<file path="src/rtl/chacha_pkg.sv">
// rtl/chacha_pkg.sv - ChaCha core shared types, quarter-round index tables and constants (CHACHA_FEEDFWD_EN adds FINAL)
package chacha_pkg;

`ifdef CHACHA_FEEDFWD_EN
    typedef enum logic [1:0] {
        ST_IDLE  = 2'd0,
        ST_RUN   = 2'd1,
        ST_FINAL = 2'd2,
        ST_DONE  = 2'd3
    } chacha_state_e;
`else
    typedef enum logic [1:0] {
        ST_IDLE = 2'd0,
        ST_RUN  = 2'd1,
        ST_DONE = 2'd3
    } chacha_state_e;
`endif

    // Word indices of (a,b,c,d) per qr_idx: 0..3 columns, 4..7 diagonals
    localparam logic [3:0] QR_A_IDX [0:7] = '{4'd0, 4'd1, 4'd2,  4'd3,  4'd0,  4'd1,  4'd2,  4'd3};
    localparam logic [3:0] QR_B_IDX [0:7] = '{4'd4, 4'd5, 4'd6,  4'd7,  4'd5,  4'd6,  4'd7,  4'd4};
    localparam logic [3:0] QR_C_IDX [0:7] = '{4'd8, 4'd9, 4'd10, 4'd11, 4'd10, 4'd11, 4'd8,  4'd9};
    localparam logic [3:0] QR_D_IDX [0:7] = '{4'd12, 4'd13, 4'd14, 4'd15, 4'd15, 4'd12, 4'd13, 4'd14};

    localparam int unsigned ROT_16 = 16;
    localparam int unsigned ROT_12 = 12;
    localparam int unsigned ROT_8  = 8;
    localparam int unsigned ROT_7  = 7;

    localparam logic [31:0] SIGMA0 = 32'h61707865;
    localparam logic [31:0] SIGMA1 = 32'h3320646e;
    localparam logic [31:0] SIGMA2 = 32'h79622d32;
    localparam logic [31:0] SIGMA3 = 32'h6b206574;

    function automatic logic [31:0] rotl32(input logic [31:0] x, input int unsigned n);
        return (x << n) | (x >> (32 - n));
    endfunction

endpackage

</file>
<file path="src/rtl/chacha_if.sv">
// rtl/chacha_if.sv - Byte-wide load/readback and start/status bus of the ChaCha core
interface chacha_if;
    logic [5:0] addr;
    logic [7:0] data_in;
    logic       wr_en;
    logic       start;
    logic [7:0] data_out;
    logic       busy;
    logic       done;

    modport master (output addr, data_in, wr_en, start, input data_out, busy, done);
    modport slave  (input addr, data_in, wr_en, start, output data_out, busy, done);
endinterface

</file>
<file path="src/rtl/chacha_qr.sv">
// rtl/chacha_qr.sv - Purely combinational ChaCha quarter-round
module chacha_qr
    import chacha_pkg::*;
(
    input  logic [31:0] a_i,
    input  logic [31:0] b_i,
    input  logic [31:0] c_i,
    input  logic [31:0] d_i,
    output logic [31:0] a_o,
    output logic [31:0] b_o,
    output logic [31:0] c_o,
    output logic [31:0] d_o
);
    logic [31:0] a1, b1, c1, d1;

    assign a1  = a_i + b_i;
    assign d1  = rotl32(d_i ^ a1, ROT_16);
    assign c1  = c_i + d1;
    assign b1  = rotl32(b_i ^ c1, ROT_12);
    assign a_o = a1 + b1;
    assign d_o = rotl32(d1 ^ a_o, ROT_8);
    assign c_o = c1 + d_o;
    assign b_o = rotl32(b1 ^ c_o, ROT_7);
endmodule

</file>
<file path="src/rtl/chacha_core.sv">
// rtl/chacha_core.sv - Iterative ChaCha core, one quarter-round per cycle; CHACHA_FEEDFWD_EN adds the final state+input add
module chacha_core
    import chacha_pkg::*;
#(
    parameter int ROUNDS = 20
)
(
    input logic     clk,
    input logic     rst_n,
    chacha_if.slave host_if
);
    localparam int DR_LAST = ROUNDS / 2 - 1;

    generate
        if (ROUNDS != 8 && ROUNDS != 12 && ROUNDS != 20) begin : g_bad_rounds
            $error("chacha_core: ROUNDS must be 8, 12 or 20");
        end
    endgenerate

    chacha_state_e state_q, state_d;
    logic [31:0]   w_q [16];
    logic [31:0]   w_d [16];
    logic [2:0]    qr_idx_q, qr_idx_d;
    logic [3:0]    dr_cnt_q, dr_cnt_d;
`ifdef CHACHA_FEEDFWD_EN
    logic [31:0]   snap_q [16];
    logic [31:0]   snap_d [16];
`endif

    logic [3:0]  ia, ib, ic, id;
    logic [31:0] qa, qb, qc, qd;
    logic        run_last;

    assign ia = QR_A_IDX[qr_idx_q];
    assign ib = QR_B_IDX[qr_idx_q];
    assign ic = QR_C_IDX[qr_idx_q];
    assign id = QR_D_IDX[qr_idx_q];

    chacha_qr u_qr (
        .a_i (w_q[ia]),
        .b_i (w_q[ib]),
        .c_i (w_q[ic]),
        .d_i (w_q[id]),
        .a_o (qa),
        .b_o (qb),
        .c_o (qc),
        .d_o (qd)
    );

    assign run_last = (qr_idx_q == 3'd7) && (dr_cnt_q == 4'(DR_LAST));

    always_comb begin
        state_d  = state_q;
        w_d      = w_q;
        qr_idx_d = qr_idx_q;
        dr_cnt_d = dr_cnt_q;
`ifdef CHACHA_FEEDFWD_EN
        snap_d   = snap_q;
`endif
        case (state_q)
            ST_IDLE, ST_DONE: begin
                // A write always wins over start so loading never launches a run
                if (host_if.wr_en) begin
                    w_d[host_if.addr[5:2]][{host_if.addr[1:0], 3'b000} +: 8] = host_if.data_in;
                    state_d = ST_IDLE;
                end else if (host_if.start) begin
`ifdef CHACHA_FEEDFWD_EN
                    snap_d = w_q;
`endif
                    qr_idx_d = 3'd0;
                    dr_cnt_d = 4'd0;
                    state_d  = ST_RUN;
                end
            end
            ST_RUN: begin
                w_d[ia]  = qa;
                w_d[ib]  = qb;
                w_d[ic]  = qc;
                w_d[id]  = qd;
                qr_idx_d = qr_idx_q + 3'd1;
                if (qr_idx_q == 3'd7) begin
                    dr_cnt_d = dr_cnt_q + 4'd1;
                end
                if (run_last) begin
`ifdef CHACHA_FEEDFWD_EN
                    state_d = ST_FINAL;
`else
                    state_d = ST_DONE;
`endif
                end
            end
`ifdef CHACHA_FEEDFWD_EN
            ST_FINAL: begin
                for (int i = 0; i < 16; i++) begin
                    w_d[i] = w_q[i] + snap_q[i];
                end
                state_d = ST_DONE;
            end
`endif
            default: state_d = ST_IDLE;
        endcase
    end

    always_ff @(posedge clk) begin
        if (!rst_n) begin
            state_q  <= ST_IDLE;
            qr_idx_q <= 3'd0;
            dr_cnt_q <= 4'd0;
            for (int i = 0; i < 16; i++) begin
                w_q[i] <= '0;
`ifdef CHACHA_FEEDFWD_EN
                snap_q[i] <= '0;
`endif
            end
        end else begin
            state_q  <= state_d;
            qr_idx_q <= qr_idx_d;
            dr_cnt_q <= dr_cnt_d;
            w_q      <= w_d;
`ifdef CHACHA_FEEDFWD_EN
            snap_q   <= snap_d;
`endif
        end
    end

    assign host_if.data_out = w_q[host_if.addr[5:2]][{host_if.addr[1:0], 3'b000} +: 8];
    assign host_if.busy     = (state_q != ST_IDLE) && (state_q != ST_DONE);
    assign host_if.done     = (state_q == ST_DONE);
endmodule

</file>
<file path="src/flat_wrapper.sv">
// flat-port wrapper written by rule: the top's interface ports become plain ports
module chacha_core_flat import chacha_pkg::*;
#(
    parameter int ROUNDS = 20
)
  (clk, rst_n, host_if_addr, host_if_data_in, host_if_wr_en, host_if_start, host_if_data_out, host_if_busy, host_if_done);
  chacha_if host_if_i ();
  input logic clk;
  input logic rst_n;
  input wire logic [$bits(host_if_i.addr)-1:0] host_if_addr;
  input wire logic [$bits(host_if_i.data_in)-1:0] host_if_data_in;
  input wire logic [$bits(host_if_i.wr_en)-1:0] host_if_wr_en;
  input wire logic [$bits(host_if_i.start)-1:0] host_if_start;
  output wire logic [$bits(host_if_i.data_out)-1:0] host_if_data_out;
  output wire logic [$bits(host_if_i.busy)-1:0] host_if_busy;
  output wire logic [$bits(host_if_i.done)-1:0] host_if_done;
  assign host_if_i.addr = host_if_addr;
  assign host_if_i.data_in = host_if_data_in;
  assign host_if_i.wr_en = host_if_wr_en;
  assign host_if_i.start = host_if_start;
  assign host_if_data_out = host_if_i.data_out;
  assign host_if_busy = host_if_i.busy;
  assign host_if_done = host_if_i.done;
  chacha_core #(.ROUNDS(ROUNDS)) u_core (.clk(clk), .rst_n(rst_n), .host_if(host_if_i));
endmodule
</file>
<file path="config.mk">
export PLATFORM = sky130hd
export DESIGN_NAME = chacha_core_flat
export DESIGN_NICKNAME = d
export VERILOG_FILES = /design/src/rtl/chacha_pkg.sv /design/src/rtl/chacha_if.sv /design/src/rtl/chacha_qr.sv /design/src/rtl/chacha_core.sv /design/src/flat_wrapper.sv
export SDC_FILE = /design/constraint.sdc
export NUM_CORES = 2
export LEC_CHECK = 0
export CORE_ASPECT_RATIO = 2
export CORE_MARGIN = 2
export CORE_UTILIZATION = 26
export CTS_CLUSTER_DIAMETER = 120
export DETAILED_ROUTE_END_ITERATION = 8
export PLACE_DENSITY_LB_ADDON = 0.12
export SYNTH_ARGS = -nofsm -noshare
export SYNTH_HDL_FRONTEND = slang
export SYNTH_SLANG_ARGS = --single-unit
export TNS_END_PERCENT = 20
</file>
<file path="constraint.sdc">
create_clock -name clk -period 12.2 [get_ports clk]
set_input_delay 3.66 -clock clk [delete_from_list [all_inputs] [get_ports clk]]
set_output_delay 3.66 -clock clk [all_outputs]
set_load 0.05 [all_outputs]
</file>
# Word level (Yosys, flattened, before mapping)
# Memory sizes are Yosys's and may differ from the RTL's.
# Index checks and enable logic that the tools add are counted.
word_totals:
  ff_bits: 521
  rom_bits: 128
  input_bits: 18
  out_inout_bits: 10
  word_cells: 135
  n_memories: 4
classes:
  n_addsub: 7
  magnitude_cmp: 11
  n_eq_ne: 11
  shifts: 3
  n_mux: 51
  bitwise: 14
  reduce_logical: 15
mem_list:
  columns: ["name", "depth", "width", "rd", "rd_clocked_by_memory_dff", "wr", "line_no", "text"]
  rows:
  - ["(name not given)", 8, 4, 1, 0, 0, "chacha_core.sv:35", "assign ib = QR_B_IDX[qr_idx_q];"]
  - ["(name not given)", 8, 4, 1, 0, 0, "chacha_core.sv:36", "assign ic = QR_C_IDX[qr_idx_q];"]
  - ["(name not given)", 8, 4, 1, 0, 0, "chacha_core.sv:37", "assign id = QR_D_IDX[qr_idx_q];"]
  - ["(name not given)", 8, 4, 1, 0, 0, "chacha_core.sv:34", "assign ia = QR_A_IDX[qr_idx_q];"]
ops:
  columns: ["operator", "count"]
  rows:
  - ["512-bit bitwise mux", 5]
  - ["512-bit one-hot mux with 2 select lines", 1]
  - ["32-bit binary-select mux with 4-bit select", 5]
  - ["32-bit demux with 4-bit select", 5]
  - ["512-bit 2-to-1 mux", 1]
  - ["32-bit 2-to-1 mux", 15]
  - ["32-bit adder", 4]
  - ["32-bit XOR", 4]
  - ["4-bit 2-to-1 mux", 11]
  - ["32-bit by 12-bit OR with 32-bit output", 1]
  - ["32-bit by 16-bit OR with 32-bit output", 1]
  - ["32-bit by 7-bit OR with 32-bit output", 1]
  - ["32-bit by 8-bit OR with 32-bit output", 1]
  - ["8-bit by 7-bit variable shift with 32-bit output (first input constant)", 1]
  - ["32-bit by 6-bit indexed part select with 8-bit output", 1]
  - ["8-bit by 7-bit indexed part select with 32-bit output", 1]
  - ["5-bit greater-or-equal comparator (second input constant)", 5]
  - ["5-bit by 1-bit < comparator with 1-bit output (second input constant)", 5]
  - ["4-bit NOT with 5-bit output", 5]
  - ["2-bit != test (second input constant)", 4]
  - ["4-bit one-hot mux with 2 select lines", 1]
  - ["1-bit logical AND", 7]
  - ["5-bit negator with 7-bit output", 1]
  - ["2-bit 2-to-1 mux", 3]
  - ["19 further kinds", 23]

# Longest topological paths before layout
depth:
  depth_word: 24
  ltp_mapped: 58

# Modules after synthesis
# From an unflattened synthesis, not the netlist that was laid out.
hier_totals:
  hier_cells: 4549
  hier_area_um2: 39870.7
by_module_without_submodules:
  columns: ["module", "instances", "cells_each", "area_per_inst_um2"]
  rows:
  - ["chacha_core", 1, 3593, 32618.8]
  - ["chacha_qr", 1, 956, 7252.0]

# Worst setup path after synthesis
# No wires, ideal clock.
synth_timing:
  path_type: "reg2reg"
  from: "register u_core.qr_idx_q[0]"
  to: "register u_core.w_q[291] (netlist bit)"
  arrival_ns: 13.008
  required_ns: 12.108
  path_slack_ns: -0.900
  stages_incl_launch_ff: 59
  period_less_slack_ns: 13.100
  path_cell_list: "dfxtp_1 > buf_2 > clkbuf_1 > buf_1 > inv_1 > ha_1 > nand2_1 > o21ai_1 > clkbuf_1 > mux4_2 > ha_1 > fa_1 > a211oi_1 > nor3_1 > nor4b_2 > o21ba_2 > o21ai_2 > a31oi_1 > [23 not listed] > a2111oi_0 > a311o_2 > xnor2_1 > inv_1 > ha_1 > inv_1 > fa_1 > nor2b_1 > o21a_1 > o21ai_0 > a2111o_1 > nand2_1 > o41ai_1 > o311ai_0 > a21oi_1 > xnor2_1 > xnor2_1 > o32ai_1"
synth_via:
  elab_chain_cells: 24
  word_cells_on_any_way: 66
synth_rtl:
  columns: ["item", "line_no", "text"]
  rows:
  - ["start, declared", "chacha_core.sv:23", "logic [2:0] qr_idx_q, qr_idx_d;"]
  - ["start signal, assigned", "chacha_core.sv:117", "qr_idx_q <= qr_idx_d;"]
  - ["3-bit NOT with 4-bit output (implied by the code) *", null, null]
  - ["memory read 8 x 4 bit (on tied branches)", null, null]
  - ["4-bit 2-to-1 mux (on tied branches) (2 in series)", "chacha_core.sv:34, chacha_core.sv:35", null]
  - ["4-bit NOT with 5-bit output (on tied branches)", null, null]
  - ["32-bit binary-select mux with 4-bit select (on tied branches)", "chacha_core.sv:40, chacha_core.sv:41", null]
  - ["32-bit 2-to-1 mux (on tied branches) (2 in series)", "chacha_core.sv:40, chacha_core.sv:41", null]
  - ["32-bit adder", "chacha_qr.sv:16", "assign a1 = a_i + b_i;"]
  - ["32-bit XOR", "chacha_qr.sv:17", "assign d1 = rotl32(d_i ^ a1, ROT_16);"]
  - ["[6 not listed]", null, null]
  - ["32-bit by 8-bit OR with 32-bit output", "chacha_pkg.sv:36", "return (x << n) | (x >> (32 - n));"]
  - ["32-bit adder", "chacha_qr.sv:22", "assign c_o = c1 + d_o;"]
  - ["32-bit XOR", "chacha_qr.sv:23", "assign b_o = rotl32(b1 ^ c_o, ROT_7);"]
  - ["32-bit by 7-bit OR with 32-bit output", "chacha_pkg.sv:36", null]
  - ["512-bit bitwise mux", "chacha_core.sv:77", "w_d[ib] = qb;"]
  - ["512-bit bitwise mux", "chacha_core.sv:78", "w_d[ic] = qc;"]
  - ["512-bit bitwise mux *", "chacha_core.sv:79", "w_d[id] = qd;"]
  - ["512-bit one-hot mux with 2 select lines *", "chacha_core.sv:60", "case (state_q)"]
  - ["end signal, assigned", "chacha_core.sv:119", "w_q <= w_d;"]
  - ["end, declared", "chacha_core.sv:21", "logic [31:0] w_q [16];"]
# Every way passes the cells marked *; elsewhere a longest branch is shown, timed or not. The select of a mux whose other input is x is not followed.
# A chain may end at the register's enable or synchronous reset.

# Worst setup path in the final report
layout_timing:
  from: "register u_core.qr_idx_q[0]"
  to: "register u_core.w_q[300] (netlist bit)"
# Same word-level chain as after synthesis.

==> impl.org <==
** Status
- The run finished, with violations left.
- Violated checks :: DRC

** Setup path
- Counting stages on the worst path, the most repeated cell is sky130_fd_sc_hd__buf_4.
- The worst setup path is of the reg -> reg kind.
- Maximum fanout along the worst path :: 5
- Required time of the critical path :: 12.78 ns
- Among all stages on the critical path, the largest delay is contributed by sky130_fd_sc_hd__mux4_2.
- Worst setup slack for register-to-register paths :: 0.24 ns
- FF-to-FF End :: u_core.w_q[300]$_SDFFE_PN0P_
- For the worst flop-to-flop path, the logic depth is 59.
- Startpoint of the worst-slack reg-to-reg timing path :: u_core.qr_idx_q[0]$_SDFFE_PN0P_
- The number of buffers and inverters on the critical path is 19.
- Grouping stages by cell kind, the critical path spends the most delay in compound AO/OA/AOI/OAI gates.
- Endpoint class of the critical path :: flop
- The worst setup path is launched from a flop.
- Delay contributed by the slowest stage of the critical path :: 0.65 ns
- At the worst endpoint, the arrival time is 12.54 ns.

** Clock tree
- After clock tree synthesis, the clock-pin slew on the worst setup and hold paths is 0.07 ns.
- TritonCTS Buffers :: 56
- In this run the clock root is driven by a sky130_fd_sc_hd__clkbuf_16.
- Bufs on Longest Clock Path :: 3
- Clock insertion delay at the later pin of the skew report :: 0.74 ns
- Clock tree synthesis found a total of 521 sinks.
- TritonCTS built the clock tree.
- H-tree lvl count :: 2
- Count of hold buffers inserted by post-cts repair :: 0

** Placed design
- Number of placed instances, taps included :: 6844
- Summed over all nets, the half-perimeter wirelength after detailed placement is 227200 um.
- The congestion estimate from routability-driven global placement came to 1.059.
- Once placement finished, the instance area stood at 47220 um2.
- During placement, the flow inserted port buffers numbering 27.

** STA
- Setup repair after global routing could not meet its margin everywhere.
- At the pin with the least slew margin, the transition time is 1.399 ns.
- The max-slew violation count was 0.
- Timing would allow up to 83.63 MHz.
- Measured against its own limit, the worst slew margin works out to 6.451%.
- The smallest clock period supported by the final layout is computed as 11.96 ns.
- Setup violations remaining at the end of the flow were counted as 0.
- Fin Hold WS :: 0.4826 ns
- Final hold violations :: 0
- Final worst clock skew :: 0.02035 ns
- Part of the cycle the worst path needs :: 98.01%

** Global routing
- Antenna violations before repair :: 36
- The first global-routing pass estimated 388300 um of wire.
- Pin count of the biggest net entering global routing :: 149
- After global routing the overflow that remains totals 0.
- In the global route stage, overall resource usage came out at 38.48%.
- The via count of the first global-routing pass is 43190.

** Routing
- The first detailed-routing pass ran for 9 iterations.
- DRC errors left :: 9
- Via total after detailed routing :: 43920
- Remaining antenna violation count :: 0
- Dividing the detail-routed via count by the number of cells gives 6.257.
- WL final :: 294800 um
- In this run, the number of DRC markers left after iteration 0 of detailed routing was 5302.
- Dividing the detail-routed wire length by the instance count gives 42.01 um.

** Hold path
- The path with the worst hold slack has its endpoint at u_core.dr_cnt_q[3]$_SDFFE_PN0P_.
- Hold path startpoint :: u_core.dr_cnt_q[3]$_SDFFE_PN0P_
- Hold WC Path Type :: reg -> reg
- Along the worst hold path, the cell count comes to 1.

** Synth
- Proportion of synthesized flip-flops having asynchronous set or reset :: 0%
- Summing the areas of all fa, ha and maj instances in the mapped netlist gives 4.763% of the synthesized area.
- After synthesis, the share of cell area in mux cells is 17.52%.
- Synthesized area per cell :: 8.896 um2
- Synthesis instantiated 89 different standard cells from the library.
- Leading post-synthesis cells by cell area :: sky130_fd_sc_hd__dfxtp_1 27%, sky130_fd_sc_hd__mux4_2 17%, sky130_fd_sc_hd__nor2_1 5.3%
- The biggest area contributor in the post-synthesis netlist is sky130_fd_sc_hd__dfxtp_1.
- Area fraction in compound gates after synthesis :: 27.21%
- Number of enable flip-flop cells after synthesis :: 0
- Synth Area in Simple Gates :: 13.47%
- YS warnings :: 0
- Counting flops and latches in the post-synthesis netlist gives 521.
- After synthesis, the largest family of logic cells by area is compound AO/OA/AOI/OAI gates.
- Of the total synthesized cell area, the portion taken by XOR and XNOR cells is 6.048%.
- Share of Yosys cell area claimed by the top area cell type :: 27.12%
- The most used flip-flop cell after synthesis is sky130_fd_sc_hd__dfxtp_1.
- Nets in the synthesized netlist :: 4485
- Of the synthesized area, sequential elements account for 27.12%.
- In the synthesized netlist, the number of instances is 4323.
- Synthesized cell area :: 38460 um2

** Power and ir drop
- Of the total power, registers draw 32.2%.
- Portion of total power attributed to combinational logic :: 32.8%
- Dividing total power by cell area gives a power density of 105.4 nW/um2.
- Internal power component :: 3.328 mW
- Sw Ratio :: 37.77%
- Switching power total :: 2.020 mW
- The share of total power dissipated in the clock network is 35.0%.
- Summed over all cells, the static leakage comes to 19.37 nW.
- Maximum resistive drop on vdd :: 0.1012 mV

** Die
- Measured along the x axis, the die boundary spans 276.0 um.
- Initial Utilization :: 26.18%
- Number of placed I/O pins :: 28
- The floorplan step defined a die boundary enclosing 151200 um2.
- Core footprint :: 146900 um2
- Number of placement rows :: 199
- The die is 547.9 um tall.

** Layout
- Once layout is complete, the utilization of the core stands at 34.54%.
- Layout Cells excl Fill :: 7019
- Compared with the post-synthesis result, the final layout area differs by 31.94%.
- Nets :: 5201
- After routing the design area is 50740 um2.
- The filler cells instantiated in the layout total 15410.
- The post-route netlist has 30.73% of its cells at a drive strength greater than 1.

** Run
- Max-cap check violation count :: 0
==> repair_timing <==
item                                    4_1_cts  5_1_grt
cloned                                        1        0
gates resized for setup                      79      133
endpoints found under the setup margin      225      188
pin swaps                                    28       76
hold endpoints to repair                      0        0
setup buffers                                26       21
==> layout by cell type, fill, tap and decap left out, drive strengths merged, types with 79 or more instances in the layout <==
| cell | Yosys | routed |
|---|---|---|
| buf | 60 | 958 |
| nor2 | 545 | 545 |
| dfxtp | 521 | 521 |
| o21ai | 317 | 317 |
| mux4 | 296 | 296 |
| a21oi | 285 | 285 |
| nand2 | 259 | 259 |
| a22oi | 245 | 245 |
| o22ai | 205 | 205 |
| nor3 | 144 | 144 |
| ha | 140 | 140 |
| xnor2 | 122 | 122 |
| xor2 | 112 | 112 |
| a222oi | 104 | 104 |
| clkbuf | 262 | 79 |
==> Yosys cell counts, types with 12 or more instances <==
master / n
sky130_fd_sc_hd__a222oi_1: 104
sky130_fd_sc_hd__nand2b_1: 22
sky130_fd_sc_hd__xnor2_1: 117
sky130_fd_sc_hd__nand3_1: 58
sky130_fd_sc_hd__a22oi_1: 245
sky130_fd_sc_hd__o21bai_1: 16
sky130_fd_sc_hd__nand2_1: 259
sky130_fd_sc_hd__o31ai_1: 12
sky130_fd_sc_hd__and2_1: 37
sky130_fd_sc_hd__a21oi_1: 283
sky130_fd_sc_hd__dfxtp_1: 521
sky130_fd_sc_hd__inv_1: 66
sky130_fd_sc_hd__o2bb2ai_1: 24
sky130_fd_sc_hd__o21ai_1: 45
sky130_fd_sc_hd__xor2_1: 108
sky130_fd_sc_hd__nor2b_1: 27
sky130_fd_sc_hd__o21ai_0: 268
sky130_fd_sc_hd__nand4_1: 14
sky130_fd_sc_hd__o221ai_1: 25
sky130_fd_sc_hd__mux4_2: 296
sky130_fd_sc_hd__o22ai_1: 205
sky130_fd_sc_hd__o32ai_1: 26
sky130_fd_sc_hd__a221oi_1: 18
sky130_fd_sc_hd__a31oi_1: 20
sky130_fd_sc_hd__o21a_1: 23
sky130_fd_sc_hd__o211ai_1: 44
sky130_fd_sc_hd__o211a_1: 14
sky130_fd_sc_hd__and3_1: 12
sky130_fd_sc_hd__buf_1: 47
sky130_fd_sc_hd__a32o_1: 16
sky130_fd_sc_hd__nor3_1: 143
sky130_fd_sc_hd__ha_1: 140
sky130_fd_sc_hd__nor2_1: 545
sky130_fd_sc_hd__or3_1: 21
sky130_fd_sc_hd__a21o_1: 66
sky130_fd_sc_hd__clkbuf_1: 262
==> metrics by stage <==
step	TNS (ns)	total power, mW	setup WS (ns)
after floorplan	0	2.377	0.01358
after global placement	-146.57	3.393	-1.184
after detailed placement	-167.03	3.384	-1.287
after CTS	0	5.253	0.007212
after global routing	-0.07355	5.426	-0.02903
final	0	5.348	0.2427
==> metal layers <==
metal	wire, um	up-vias	track usage (%)	part of all wire [%]
li1	-	18280	-	-
met1	90930	21960	36.81	31
met2	142500	2607	65.35	48
met3	18380	1067	7.007	6.2
met4	42980	10	42.70	15
met5	64	-	0	0.022
==> registers in the layout, indices dropped and copies added, names as in the netlist <==
name,flops
u_core.w_q,512
u_core.dr_cnt_q,4
u_core.qr_idx_q,3
u_core.state_q,2
==> logic make-up (layout without fill, tap and decap cells) <==
logic type / count (synthesis) / count (layout)
adder cells (fa/ha/maj): 144 / 144
buffers and inverters: 391 / 1147
XOR/XNOR: 242 / 242
other: 0 / 31
AND/OR/NAND/NOR: 1181 / 1181
flip-flops: 521 / 521
multiplexers: 303 / 303
AO/OA/AOI/OAI: 1541 / 1541
==> power groups by stage <==
stage | Clock, mW | Sequential [mW] | Combinational (mW)
5_1_grt | 1.94 | 1.72 | 1.77
3_5_place_dp | 0 | 1.76 | 1.62
3_3_place_gp | 0 | 1.76 | 1.63
6_report | 1.87 | 1.72 | 1.76
2_1_floorplan | 0 | 1.76 | 0.620
4_1_cts | 1.88 | 1.72 | 1.65
==> how the worst max path moves through the flow <==
| stage | startpoint | end | slack [ns] | cells past startpoint |
|---|---|---|---|---|
| floorplan | u_core.qr_idx_q[0]$_SDFFE_PN0P_ | u_core.w_q[291]$_SDFFE_PN0P_ | 0.01 | 58 |
| global placement | u_core.qr_idx_q[0]$_SDFFE_PN0P_ | u_core.w_q[356]$_SDFFE_PN0P_ | -1.18 | 61 |
| detailed placement | u_core.qr_idx_q[0]$_SDFFE_PN0P_ | u_core.w_q[259]$_SDFFE_PN0P_ | -1.29 | 59 |
| CTS | u_core.qr_idx_q[0]$_SDFFE_PN0P_ | u_core.w_q[292]$_SDFFE_PN0P_ | 0.007 | 59 |
| global route | u_core.qr_idx_q[0]$_SDFFE_PN0P_ | u_core.w_q[364]$_SDFFE_PN0P_ | -0.03 | 59 |
| finish | u_core.qr_idx_q[0]$_SDFFE_PN0P_ | u_core.w_q[300]$_SDFFE_PN0P_ | 0.24 | 59 |
==> cell type report <==
type / count / area [um2] / area share, %
multi-input combinational: 3411 / 27880 / 54.94
sequential: 521 / 10440 / 20.56
timing repair buffer: 980 / 7890 / 15.55
tap: 1909 / 2389 / 4.707
clock buffer: 79 / 1599 / 3.151
inverter: 69 / 266.5 / 0.5252
clock inverter: 19 / 207.7 / 0.4093
antenna: 31 / 77.57 / 0.1529
Power figures use the tool's default switching activity.
